==> config.mk <==
export PLATFORM = sky130hd
export DESIGN_NAME = fetch_buffer
export DESIGN_NICKNAME = d
export VERILOG_FILES = /design/src/rtl/fetch_buffer.sv
export SDC_FILE = /design/constraint.sdc
export NUM_CORES = 1
export LEC_CHECK = 0
export ABC_CLOCK_PERIOD_IN_PS = 5600
export BUFFER_PORTS_ARGS = -buffer_cell sky130_fd_sc_hd__buf_4
export CORE_ASPECT_RATIO = 1.75
export CORE_MARGIN = 2
export CORE_UTILIZATION = 45
export CTS_CLUSTER_DIAMETER = 30
export DETAILED_ROUTE_END_ITERATION = 8
export PLACE_DENSITY = 0.66
export SLEW_MARGIN = 20
export SYNTH_ARGS = -nofsm -noshare
export SYNTH_HDL_FRONTEND = slang
export SYNTH_SLANG_ARGS = --single-unit
==> constraint.sdc <==
create_clock -name clk_i -period 5.6 [get_ports clk_i]
set_input_delay 0.28 -clock clk_i [delete_from_list [all_inputs] [get_ports clk_i]]
set_output_delay 0.28 -clock clk_i [all_outputs]
set_load 0.05 [all_outputs]
==> src/rtl/fetch_buffer.sv <==
// Instruction fetch decoupling stage between the core fetch port and the TCM.
// Credit-limits fetch issue, buffers responses in order, and discards stale responses after a flush.
module fetch_buffer #(
  parameter int DEPTH = 4,
  parameter int CNT_W = 3
) (
  input  logic        clk_i,
  input  logic        rst_i,
  input  logic        core_rd_i,
  input  logic [31:0] core_pc_i,
  input  logic        core_flush_i,
  input  logic        core_invalidate_i,
  input  logic        core_ready_i,
  output logic        core_accept_o,
  output logic        core_valid_o,
  output logic        core_error_o,
  output logic [31:0] core_inst_o,
  output logic        mem_rd_o,
  output logic [31:0] mem_pc_o,
  output logic        mem_flush_o,
  output logic        mem_invalidate_o,
  input  logic        mem_accept_i,
  input  logic        mem_valid_i,
  input  logic        mem_error_i,
  input  logic [31:0] mem_inst_i
);

  localparam int PTR_W = $clog2(DEPTH);
  localparam int SUM_W = CNT_W + 2;

  logic [32:0]      fifo_r [DEPTH];
  logic [PTR_W-1:0] rd_ptr_r, wr_ptr_r, rd_ptr_s, wr_ptr_s;
  logic [CNT_W-1:0] fifo_cnt_r, outstanding_r, discard_r;
  logic [CNT_W-1:0] fifo_cnt_s, outstanding_s, discard_s;
  logic             core_valid_r, core_error_r;
  logic [31:0]      core_inst_r;
  logic [SUM_W-1:0] inflight_s;
  logic             credit_s, issue_s, drop_s, push_s, pop_s, valid_s;
  logic [32:0]      head_s;

  assign inflight_s = {2'b00, outstanding_r} + {2'b00, fifo_cnt_r} + {2'b00, discard_r};
  assign credit_s   = inflight_s < SUM_W'(DEPTH);
  assign mem_rd_o   = core_rd_i & credit_s & ~core_flush_i;
  assign issue_s    = mem_rd_o & mem_accept_i;
  assign drop_s     = mem_valid_i & (core_flush_i | (discard_r != {CNT_W{1'b0}}));
  assign push_s     = mem_valid_i & ~drop_s;
  assign pop_s      = core_valid_r & core_ready_i & ~core_flush_i;

  assign core_accept_o    = issue_s;
  assign mem_pc_o         = core_pc_i;
  assign mem_flush_o      = core_flush_i;
  assign mem_invalidate_o = core_invalidate_i;
  assign core_valid_o     = core_valid_r;
  assign core_error_o     = core_error_r;
  assign core_inst_o      = core_inst_r;

  // Next-state for pointers, counters and the head word presented next cycle.
  always_comb begin
    rd_ptr_s      = rd_ptr_r + PTR_W'(pop_s);
    wr_ptr_s      = wr_ptr_r + PTR_W'(push_s);
    fifo_cnt_s    = fifo_cnt_r + CNT_W'(push_s) - CNT_W'(pop_s);
    outstanding_s = outstanding_r + CNT_W'(issue_s) - CNT_W'(push_s);
    discard_s     = discard_r - CNT_W'(drop_s);
    head_s        = fifo_r[rd_ptr_s];
    // A word pushed into the slot that becomes head bypasses the storage read.
    if (push_s && (wr_ptr_r == rd_ptr_s)) begin
      head_s = {mem_error_i, mem_inst_i};
    end else begin
      head_s = fifo_r[rd_ptr_s];
    end
    if (core_flush_i) begin
      rd_ptr_s      = {PTR_W{1'b0}};
      wr_ptr_s      = {PTR_W{1'b0}};
      fifo_cnt_s    = {CNT_W{1'b0}};
      outstanding_s = {CNT_W{1'b0}};
      discard_s     = discard_r + outstanding_r -
                      CNT_W'(mem_valid_i && ((discard_r != {CNT_W{1'b0}}) ||
                                             (outstanding_r != {CNT_W{1'b0}})));
    end else begin
      discard_s     = discard_r - CNT_W'(drop_s);
    end
    valid_s = (fifo_cnt_s != {CNT_W{1'b0}});
  end

  // Response storage; only written on accepted (non-discarded) responses.
  always_ff @(posedge clk_i or posedge rst_i) begin
    if (rst_i) begin
      for (int i = 0; i < DEPTH; i++) begin
        fifo_r[i] <= 33'd0;
      end
    end else if (push_s) begin
      fifo_r[wr_ptr_r] <= {mem_error_i, mem_inst_i};
    end
  end

  // Control state and registered core-facing outputs.
  always_ff @(posedge clk_i or posedge rst_i) begin
    if (rst_i) begin
      rd_ptr_r      <= {PTR_W{1'b0}};
      wr_ptr_r      <= {PTR_W{1'b0}};
      fifo_cnt_r    <= {CNT_W{1'b0}};
      outstanding_r <= {CNT_W{1'b0}};
      discard_r     <= {CNT_W{1'b0}};
      core_valid_r  <= 1'b0;
      core_error_r  <= 1'b0;
      core_inst_r   <= 32'd0;
    end else begin
      rd_ptr_r      <= rd_ptr_s;
      wr_ptr_r      <= wr_ptr_s;
      fifo_cnt_r    <= fifo_cnt_s;
      outstanding_r <= outstanding_s;
      discard_r     <= discard_s;
      core_valid_r  <= valid_s;
      if (valid_s) begin
        core_error_r <= head_s[32];
        core_inst_r  <= head_s[31:0];
      end else begin
        core_error_r <= 1'b0;
        core_inst_r  <= core_inst_r;
      end
    end
  end

  fetch_buffer_chk #(.DEPTH(DEPTH), .CNT_W(CNT_W)) u_chk (
    .clk_i         (clk_i),
    .rst_i         (rst_i),
    .push          (push_s),
    .pop           (pop_s),
    .fifo_cnt      (fifo_cnt_r),
    .outstanding   (outstanding_r),
    .discard       (discard_r),
    .mem_valid     (mem_valid_i)
  );

endmodule

// Invariant checker: the credit scheme must keep every counter in range.
module fetch_buffer_chk #(
  parameter int DEPTH = 4,
  parameter int CNT_W = 3
) (
  input logic             clk_i,
  input logic             rst_i,
  input logic             push,
  input logic             pop,
  input logic [CNT_W-1:0] fifo_cnt,
  input logic [CNT_W-1:0] outstanding,
  input logic [CNT_W-1:0] discard,
  input logic             mem_valid
);

  a_no_push_full: assert property (@(posedge clk_i) disable iff (rst_i)
    push |-> (pop || (fifo_cnt < CNT_W'(DEPTH))));

  a_credit_bound: assert property (@(posedge clk_i) disable iff (rst_i)
    ({2'b00, fifo_cnt} + {2'b00, outstanding} + {2'b00, discard}) <= (CNT_W+2)'(DEPTH));

  a_resp_tracked: assert property (@(posedge clk_i) disable iff (rst_i)
    mem_valid |-> ((outstanding != {CNT_W{1'b0}}) || (discard != {CNT_W{1'b0}})));

endmodule
==> results of run 1 <==
==> sequential cells by signal, summed over array words and instances, names as in the netlist <==
register,count
core_inst_o,32
core_error_o,1
rd_ptr_r,2
core_valid_o,1
fifo_r,132
wr_ptr_r,2
discard_r,3
outstanding_r,3
fifo_cnt_r,3
==> per-stage QoR <==
step	setup WS [ns]	std cells	utilization, %	hold WS (ns)
floorplan	0.461	635	-	0.411
finish	2.13	920	50.8	0.131
global placement	2.23	887	47.7	0.272
global route	1.89	920	50.8	0.112
CTS	2.11	920	50.8	0.110
detailed placement	2.13	888	47.8	0.281
==> cells in the final DEF (no fill, tap or decap), drive strengths merged <==
master	instances
dfrtp	179
mux2	132
buf	83
a21oi	56
nor2	43
nand2	43
mux4	33
inv	22
clkbuf	22
ha	13
xnor2	8
a31oi	7
fa	6
nor2b	5
clkinv	5
nand3b	2
mux2i	2
clkinvlp	2
bufinv	2
nor4	2
nand3	1
o311ai	1
nand2b	1
and2	1
xor3	1
o21bai	1
o21a	1
xnor3	1
and4	1
nand4	1
nor3	1
dlygate4sd3	1
==> worst register-to-register path, stage by stage, from the launching register on <==
cell and delay, ns:
dfrtp_1 0.42, nor4_4 0.41, nand2_4 0.13, ha_1 0.30, inv_1 0.04, ha_1 0.19, fa_1 0.37, xor3_1 0.20
o21a_1 0.18, buf_4 0.25, inv_2 0.61, nor2_1 0.11, a21oi_1 0.16
==> cell usage after synthesis (all sizes together) <==
cell,n
and4,1
nor4,2
nand4,1
o21bai,1
clkbuf,3
nor3,1
mux4,33
inv,22
nand3b,2
dfrtp,179
and2,1
nor2b,5
xnor2,8
nor2,43
o311ai,1
mux2i,2
a31oi,7
ha,13
nand2b,1
nand2,43
a21oi,56
o21a,1
buf,68
nand3,1
fa,6
xor3,1
mux2,132
xnor3,1
==> worst max path at each step <==
stage | to | depth (start not counted)
finish | core_inst_o[12] | 12
global route | core_inst_o[0] | 12
CTS | core_inst_o[15] | 12
detailed placement | core_inst_o[15] | 12
global placement | core_inst_o[23] | 11
floorplan | core_error_o | 1
==> power by group <==
part,switching [mW],internal [mW],total (mW)
clock network,0.478,0.666,1.14
registers,0.196,1.61,1.81
logic,1.15,0.744,1.89
total,1.82,3.02,4.84
==> what timing repair did <==
| item | CTS | global route |
|---|---|---|
| hold endpoints to repair | 32 | 0 |
| hold buffers | 1 | 0 |
| setup endpoints to repair | 0 | 0 |
| setup buffers | 0 | 0 |
==> layout make-up <==
type	instances	area (sq um)	share of cell area [%]
clock buffer	22	454	4.70
clock inverter	9	108	1.11
inverter	22	92.6	0.957
multi-input combinational	363	3580	37.1
sequential	179	4480	46.3
tap	241	302	3.12
timing repair buffer	84	653	6.75
==> cells by family (layout without fill, tap and decap cells) <==
| family | after synthesis | in the layout |
|---|---|---|
| buf+inv | 93 | 137 |
| flops | 179 | 179 |
| compound gates | 66 | 66 |
| xor+xnor | 10 | 10 |
| fa+ha+maj | 19 | 19 |
| mux | 167 | 167 |
| simple gates | 101 | 101 |
==> routing by layer <==
layer / GRT usage [%] / vias up / wire length, microns
met1: 23.5 / 2656 / 7210
met5: 0 / - / 0
met4: 9.17 / 0 / 556
met2: 33.5 / 104 / 10200
met3: 3.27 / 42 / 616
li1: - / 2256 / -
==> results.json, run 1 <==
{
  "reg2reg_slack_ns": 2.13,
  "finalSetupTns_ns": 0,
  "worst_pin_slew_ns": 1.02,
  "grt.total_usage_pct": 19.5,
  "synth_nets": 727,
  "synthXorXnorAreaFrac_pct": 1.43,
  "clk_path_buf_depth": 2,
  "coreArea_sq_um": 19000,
  "drive_gt1_share_pct": 41.7,
  "drv_cap": 0,
  "placed_area_sq_um": 9100,
  "fillers": 1601,
  "cts_tree": "done",
  "rr_endpoint": "core_inst_o[12]",
  "diodes": 0,
  "critPathKind": "reg2reg",
  "grt_max_degree": 77,
  "drv_slew": 0,
  "htreeDepth": 4,
  "critical_path_arrival_ns": 3.80,
  "hp-start": "mem_inst_i[31]",
  "area_growth_pct": 11.3,
  "synth_cells": 635,
  "maxSlewHeadroom_pct": 31.7,
  "crit_top_cell": "ha_1",
  "grt_pass1_wl_microns": 30400,
  "cp_slowest_cell": "inv_2",
  "fmax_mhz": 288,
  "syn_area_per_cell_sq_um": 13.7,
  "finalNetCount": 759,
  "io_pins": 143,
  "clk_pin_slew_worst_paths_ns": 0.07,
  "final.min_clock_period_ns": 3.47,
  "vias_per_cell": 5.50,
  "worstSetupStartpointType": "flop",
  "start_util_pct": 45.7,
  "crit_buf_inv": 3,
  "synthTopCellsByArea": "dfrtp_1 (52%), mux2_2 (15%), mux4_2 (7.5%), a21oi_1 (3.2%), buf_4 (3.1%)",
  "dp_hpwl_microns": 11800,
  "die-area_sq_um": 20500,
  "fp-row-count": 67,
  "cts-root-buf": "clkbuf_16",
  "die_w_microns": 109,
  "overflow": 0,
  "yosysWarningCount": 0,
  "synth.ff_latch_count": 179,
  "hold_path_class": "in2reg",
  "synth_fa_ha_area_share_pct": 3.25,
  "clock_skew_ns": 0.00929,
  "endpoint_kind": "flop",
  "routedWlPerCell_microns": 20.2,
  "drc": 0,
  "cp_max_fo": 39,
  "min_period_over_period_pct": 62.0,
  "synth.mux.area_fraction_pct": 26.7,
  "cts_resized": 0,
  "worstRegToRegCells": 12,
  "synthesis.area_sq_um": 8690,
  "totalWireLength_microns": 18500,
  "max_stage_delay_ns": 0.61,
  "worstHoldEndpoint": "fifo_r[64]",
  "rsz0062_at_grt": "no",
  "crit_chain": "nor4_4 > nand2_4 > ha_1 > inv_1 > ha_1 > fa_1 > xor3_1 > o21a_1 > buf_4 > inv_2 > nor2_1 > a21oi_1",
  "fp.dieH_microns": 188,
  "clk_latency_ns": 0.42,
  "synth_cell_types": 38,
  "gp_congestion": 0.787,
  "p_per_area_nw_per_um2": 501,
  "firstDrtPassIters": 4,
  "p_total_mw": 4.84,
  "yosys.area.top_type": "dfrtp_1",
  "synth_top_family_by_area": "multiplexers",
  "cts_inserted_buffers": 17,
  "antenna_found_initial": 0,
  "crit_start": "discard_r[2]",
  "synth-simple-area-share_pct": 5.64,
  "synth_compound_area_share_pct": 4.00,
  "r2r-start": "discard_r[2]",
  "cts_sinks": 179,
  "worstHoldPathCells": 2,
  "stdcell_area_sq_um": 9670,
  "hold_viol": 0,
  "status": "completed",
  "power.leakage_nw": 4.77,
  "grt_pass1_vias": 5720,
  "ys_seq_area_share_pct": 51.5,
  "setup_viol": 0,
  "portBuffers": 76,
  "ant_nets": 0,
  "synth_top_area_share_pct": 51.5,
  "drt_iter0_markers": 219,
  "crit_required_ns": 5.93,
  "vias": 5058,
  "ir_worst_vdd_v": 0.000204,
  "cpLargestDelayFamily": "buffers and inverters"
}
Note: power is estimated with default switching activity, not from simulation.
==> inputs of run 2 (changes only) <==
ABC_CLOCK_PERIOD_IN_PS = 2900   (was 5600)
PLACE_DENSITY = 0.69   (was 0.66)
clock period = 2.9 ns   (was 5.6 ns; I/O delays follow)
==> results.json, run 2 (synthesized netlist as in run 1, its figures left out) <==
{
  "cts_inserted_buffers": 17,
  "start_util_pct": 45.7,
  "maxSlewHeadroom_pct": 41.3,
  "status": "finished, violations left",
  "min_period_over_period_pct": 101,
  "cpLargestDelayFamily": "adder cells",
  "die-area_sq_um": 20500,
  "regMostFlops": "fifo_r",
  "vias": 5440,
  "gp_congestion": 0.783,
  "worstHoldPathCells": 3,
  "cts-root-buf": "clkbuf_16",
  "fmax_mhz": 340,
  "mostFrequentLayoutCells": "dfrtp_1 (179), mux2_2 (116), buf_4 (101), nand2_1 (42), nor2_1 (36)",
  "htreeDepth": 4,
  "ir_worst_vdd_v": 0.000432,
  "coreArea_sq_um": 19000,
  "finalSetupTns_ns": -0.378,
  "drc": 0,
  "pre_cts_slack_ns": -0.0659,
  "worstHoldEndpoint": "core_error_o",
  "drv_slew": 0,
  "largest_reg_flops": 132,
  "drt_iter0_markers": 241,
  "p_per_area_nw_per_um2": 985,
  "fp.dieH_microns": 188,
  "overflow": 0,
  "fin_util_pct": 56.1,
  "cp_max_fo": 5,
  "cp_slowest_cell": "dfrtp_1",
  "r2r-start": "discard_r[1]",
  "worst_pin_slew_ns": 0.881,
  "clk_latency_ns": 0.43,
  "final_common_cell": "dfrtp_1",
  "max_stage_delay_ns": 0.41,
  "clk_path_buf_depth": 2,
  "power.leakage_nw": 5.14,
  "drv_cap": 0,
  "grt_pass1_wl_microns": 31500,
  "diodes": 0,
  "fillers": 1536,
  "die_w_microns": 109,
  "grt_pass1_vias": 5920,
  "final.min_clock_period_ns": 2.94,
  "grt_max_degree": 98,
  "portBuffers": 76,
  "setup_viol": 14,
  "drive_gt1_share_pct": 50.8,
  "hold_path_class": "in2reg",
  "firstDrtPassIters": 4,
  "totalWireLength_microns": 20600,
  "reg2reg_slack_ns": -0.04,
  "place_inst": 911,
  "critPathKind": "reg2reg",
  "violations": "negative setup slack",
  "rsz0062_at_grt": "yes",
  "area_growth_pct": 22.9,
  "grt.total_usage_pct": 20.2,
  "worstRegToRegCells": 14,
  "rr_endpoint": "core_inst_o[3]",
  "finalNetCount": 826,
  "finalWorstSetupSlack_ns": -0.0426,
  "routedWlPerCell_microns": 20.9,
  "vias_per_cell": 5.51,
  "endpoint_kind": "flop",
  "io_pins": 143,
  "fp-row-count": 67,
  "crit_buf_inv": 5,
  "hp-start": "mem_error_i",
  "clock_skew_ns": 0.00847,
  "crit_chain": "buf_6 > buf_6 > nor4_4 > nand2_4 > ha_4 > inv_2 > ha_4 > fa_2 > xor3_1 > o21a_2 > buf_12 > clkbuf_16 > a21oi_2 > a21oi_1",
  "critical_path_arrival_ns": 3.26,
  "finalHoldWorstSlack_ns": 0.0164,
  "cts_tree": "done",
  "worstSetupStartpointType": "flop",
  "dp_hpwl_microns": 12300,
  "hold_viol": 0,
  "antenna_found_initial": 0,
  "clk_pin_slew_worst_paths_ns": 0.07,
  "ant_nets": 0,
  "final_cells": 987,
  "crit_required_ns": 3.21,
  "cts_sinks": 179
}
[run 2: changes by cell type in the layout (fill, tap and decap cells not counted), sizes merged]
cell / previous run / this run
dlygate4sd3: 1 / 34
inv: 22 / 25
clkbuf: 22 / 20
buf: 83 / 114
clkinvlp: 2 / 3
clkinv: 5 / 6
[run 2: what timing repair did]
| action | 4_1_cts | 5_1_grt |
|---|---|---|
| pin swaps | 5 | 20 |
| gates resized for setup | 7 | 65 |
| setup endpoints to repair | 24 | 34 |
| setup buffers | 1 | 5 |
| endpoints found under the hold margin | 245 | 0 |
| hold buffers | 34 | 0 |
| gates cloned | 0 | 5 |
[run 2: stage by stage]
stage | area [sq um] | total power [mW]
after global routing | 10700 | 11.1
final | 10700 | 10.5
after detailed placement | 9320 | 7.45
after global placement | 9320 | 7.30
after CTS | 10300 | 9.83
after floorplan | 8720 | 6.35
[run 2: where the power goes]
part	total, mW	switching (mW)	internal [mW]
clock	2.27	0.993	1.28
combinational	4.78	2.69	2.09
sequential	3.47	0.365	3.11
total	10.5	4.05	6.48
[run 2: worst max path at each step]
stage,startpoint,end,slack (ns),cells after the start
finish,discard_r[1],core_inst_o[3],-0.04,14
global route,outstanding_r[1],outstanding_r[2],-0.17,14
CTS,outstanding_r[1],outstanding_r[2],-0.05,14
detailed placement,fifo_cnt_r[2],outstanding_r[2],-0.07,14
global placement,fifo_cnt_r[2],outstanding_r[2],-0.01,14
floorplan,discard_r[1],outstanding_r[2],-0.40,14
[run 2: tightest hold or removal path: cells and delay by family]
kind            cells  cell delay, ns
buf+inv             1            0.14
simple gates        1            0.06
compound gates      1            0.06
[run 2: area by class of cell]
type	count	area, sq um	area share (%)
tap	241	302	2.82
multi-input combinational	363	3850	36.1
clock buffer	17	425	3.98
timing repair buffer	151	1380	12.9
clock inverter	14	154	1.44
inverter	22	96.3	0.902
sequential	179	4480	41.9
[run 2: metal layers]
metal  track usage, %  routed length, microns  vias up
met5                0                       0        -
met4             9.86                     816        0
met3             2.99                     715       62
met2             34.8                   11200      113
met1             24.4                    7910     2870
li1                 -                       -     2395
==> inputs of run 3 (changes only) <==
MAX_ROUTING_LAYER = met4   (was unset)
==> results.json, run 3 (synthesized netlist as in run 1, its figures left out) <==
{
  "grt_pass1_wl_microns": 31500,
  "routedWlPerCell_microns": 20.7,
  "io_pins": 143,
  "drc": 0,
  "pre_cts_slack_ns": -0.0659,
  "fillers": 1540,
  "fin_util_pct": 55.9,
  "cts_tree": "done",
  "p_comb_share_pct": 44.8,
  "overflow": 0,
  "rr_endpoint": "outstanding_r[2]",
  "die_w_microns": 109,
  "coreArea_sq_um": 19000,
  "worstRegToRegCells": 14,
  "drv_cap": 0,
  "die-area_sq_um": 20500,
  "htreeDepth": 4,
  "setup.worst_path.end": "outstanding_r[2]",
  "p_sw_mw": 3.99,
  "cpLargestDelayFamily": "adder cells",
  "final_common_cell": "dfrtp_1",
  "finalWorstSetupSlack_ns": -0.0261,
  "p_int_mw": 6.41,
  "area_growth_pct": 22.3,
  "clk_pin_slew_worst_paths_ns": 0.07,
  "critical_path_arrival_ns": 3.23,
  "totalWireLength_microns": 20400,
  "critPathKind": "reg2reg",
  "rsz0062_at_grt": "yes",
  "grt_max_degree": 98,
  "fp-row-count": 67,
  "cp_slowest_cell": "fa_1",
  "vias": 5426,
  "mostFrequentLayoutCells": "dfrtp_1 (179), mux2_2 (116), buf_4 (104), nand2_1 (42), nor2_1 (41)",
  "largest_reg_flops": 132,
  "drive_gt1_share_pct": 49.9,
  "clock_skew_ns": 0.00884,
  "seq_area_sq_um": 4480,
  "ant_nets": 0,
  "status": "finished, violations left",
  "grt.total_usage_pct": 20.8,
  "violations": "negative setup slack",
  "worstSetupStartpointType": "flop",
  "worst_pin_slew_ns": 0.871,
  "hp-start": "mem_error_i",
  "clk_latency_ns": 0.43,
  "finalSetupTns_ns": -0.0261,
  "portBuffers": 76,
  "hold_viol": 0,
  "crit_required_ns": 3.21,
  "crit_buf_inv": 2,
  "grt_pass1_vias": 5913,
  "drt_iter0_markers": 311,
  "diodes": 0,
  "r2r-start": "outstanding_r[1]",
  "endpoint_kind": "flop",
  "power.leakage_nw": 5.12,
  "final.min_clock_period_ns": 2.93,
  "clk_path_buf_depth": 2,
  "cts_inserted_buffers": 17,
  "min_period_over_period_pct": 101,
  "finalNetCount": 825,
  "dp_hpwl_microns": 12300,
  "finalHoldWorstSlack_ns": 0.0179,
  "ir_worst_vdd_v": 0.000445,
  "crit_cells": 14,
  "cts-root-buf": "clkbuf_16",
  "firstDrtPassIters": 4,
  "p_per_area_nw_per_um2": 979,
  "p_seq_share_pct": 33.3,
  "crit_chain": "inv_2 > fa_1 > nor2_2 > fa_1 > nor2_1 > nand2_1 > a21oi_4 > and2_4 > ha_4 > inv_2 > fa_2 > xnor2_2 > xnor2_1 > nor2_1",
  "setup_viol": 1,
  "antenna_found_initial": 0,
  "vias_per_cell": 5.50,
  "multiInputGateArea_sq_um": 3830,
  "p_total_mw": 10.4,
  "gp_congestion": 0.794,
  "regMostFlops": "fifo_r",
  "reg2reg_slack_ns": -0.03,
  "start_util_pct": 45.7,
  "drv_slew": 0,
  "fmax_mhz": 342,
  "power_frac_clock_pct": 21.8,
  "hold_path_class": "in2reg",
  "fp.dieH_microns": 188,
  "maxSlewHeadroom_pct": 41.9,
  "p_sw_share_pct": 38.4,
  "cts_sinks": 179,
  "cp_max_fo": 2,
  "crit_start": "outstanding_r[1]",
  "max_stage_delay_ns": 0.57
}
## run 3: worst register-to-register path, stage by stage (launching register included)
cell and delay [ns]:
dfrtp_1 0.37, inv_2 0.06, fa_1 0.57, nor2_2 0.05
fa_1 0.45, nor2_1 0.09, nand2_1 0.09, a21oi_4 0.13
and2_4 0.17, ha_4 0.12, inv_2 0.03, fa_2 0.34
xnor2_2 0.15, xnor2_1 0.13, nor2_1 0.06
## run 3: per-stage QoR
stage,area (sq um),cells
final,10600,986
after global routing,10600,986
after CTS,10300,977
after detailed placement,9320,911
after global placement,9320,911
after floorplan,8720,635
## run 3: repair_timing
action / 4_1_cts / 5_1_grt
hold buffers: 34 / 0
gates cloned: 0 / 4
pin swaps: 5 / 15
endpoints found under the setup margin: 24 / 34
hold endpoints to repair: 245 / 0
resized for setup: 7 / 53
buffers inserted: 1 / 5
## run 3: worst min path at each step
stage                     cells past startpoint            to
after detailed placement                      0   mem_pc_o[0]
after floorplan                               2  core_error_o
after CTS                                     2   fifo_r[131]
after global routing                          2   fifo_r[131]
after global placement                        0   mem_pc_o[0]
final                                         3  core_error_o
## run 3: power groups by stage
stage | clock [mW] | combinational (mW) | sequential [mW]
2_1_floorplan | 0 | 2.09 | 4.26
3_3_place_gp | 0 | 3.84 | 3.46
3_5_place_dp | 0 | 3.94 | 3.51
4_1_cts | 2.31 | 4.06 | 3.46
5_1_grt | 2.40 | 4.99 | 3.54
6_report | 2.27 | 4.67 | 3.47
## run 3: cell type report
class                      count  share of cell area [%]
clock inverter                14                    1.45
clock buffer                  17                    4.00
multi-input combinational    363                    36.0
sequential                   179                    42.1
inverter                      22                   0.906
timing repair buffer         150                    12.7
tap                          241                    2.84
## run 3: per-layer routing
metal  global-route usage (%)  up-vias  routed length (microns)
li1                         -     2388                        -
met1                     24.5     2863                     7850
met2                     34.7      109                    11000
met4                     9.86        0                      864
met3                     3.02       66                      712
met5                        -        -                        0
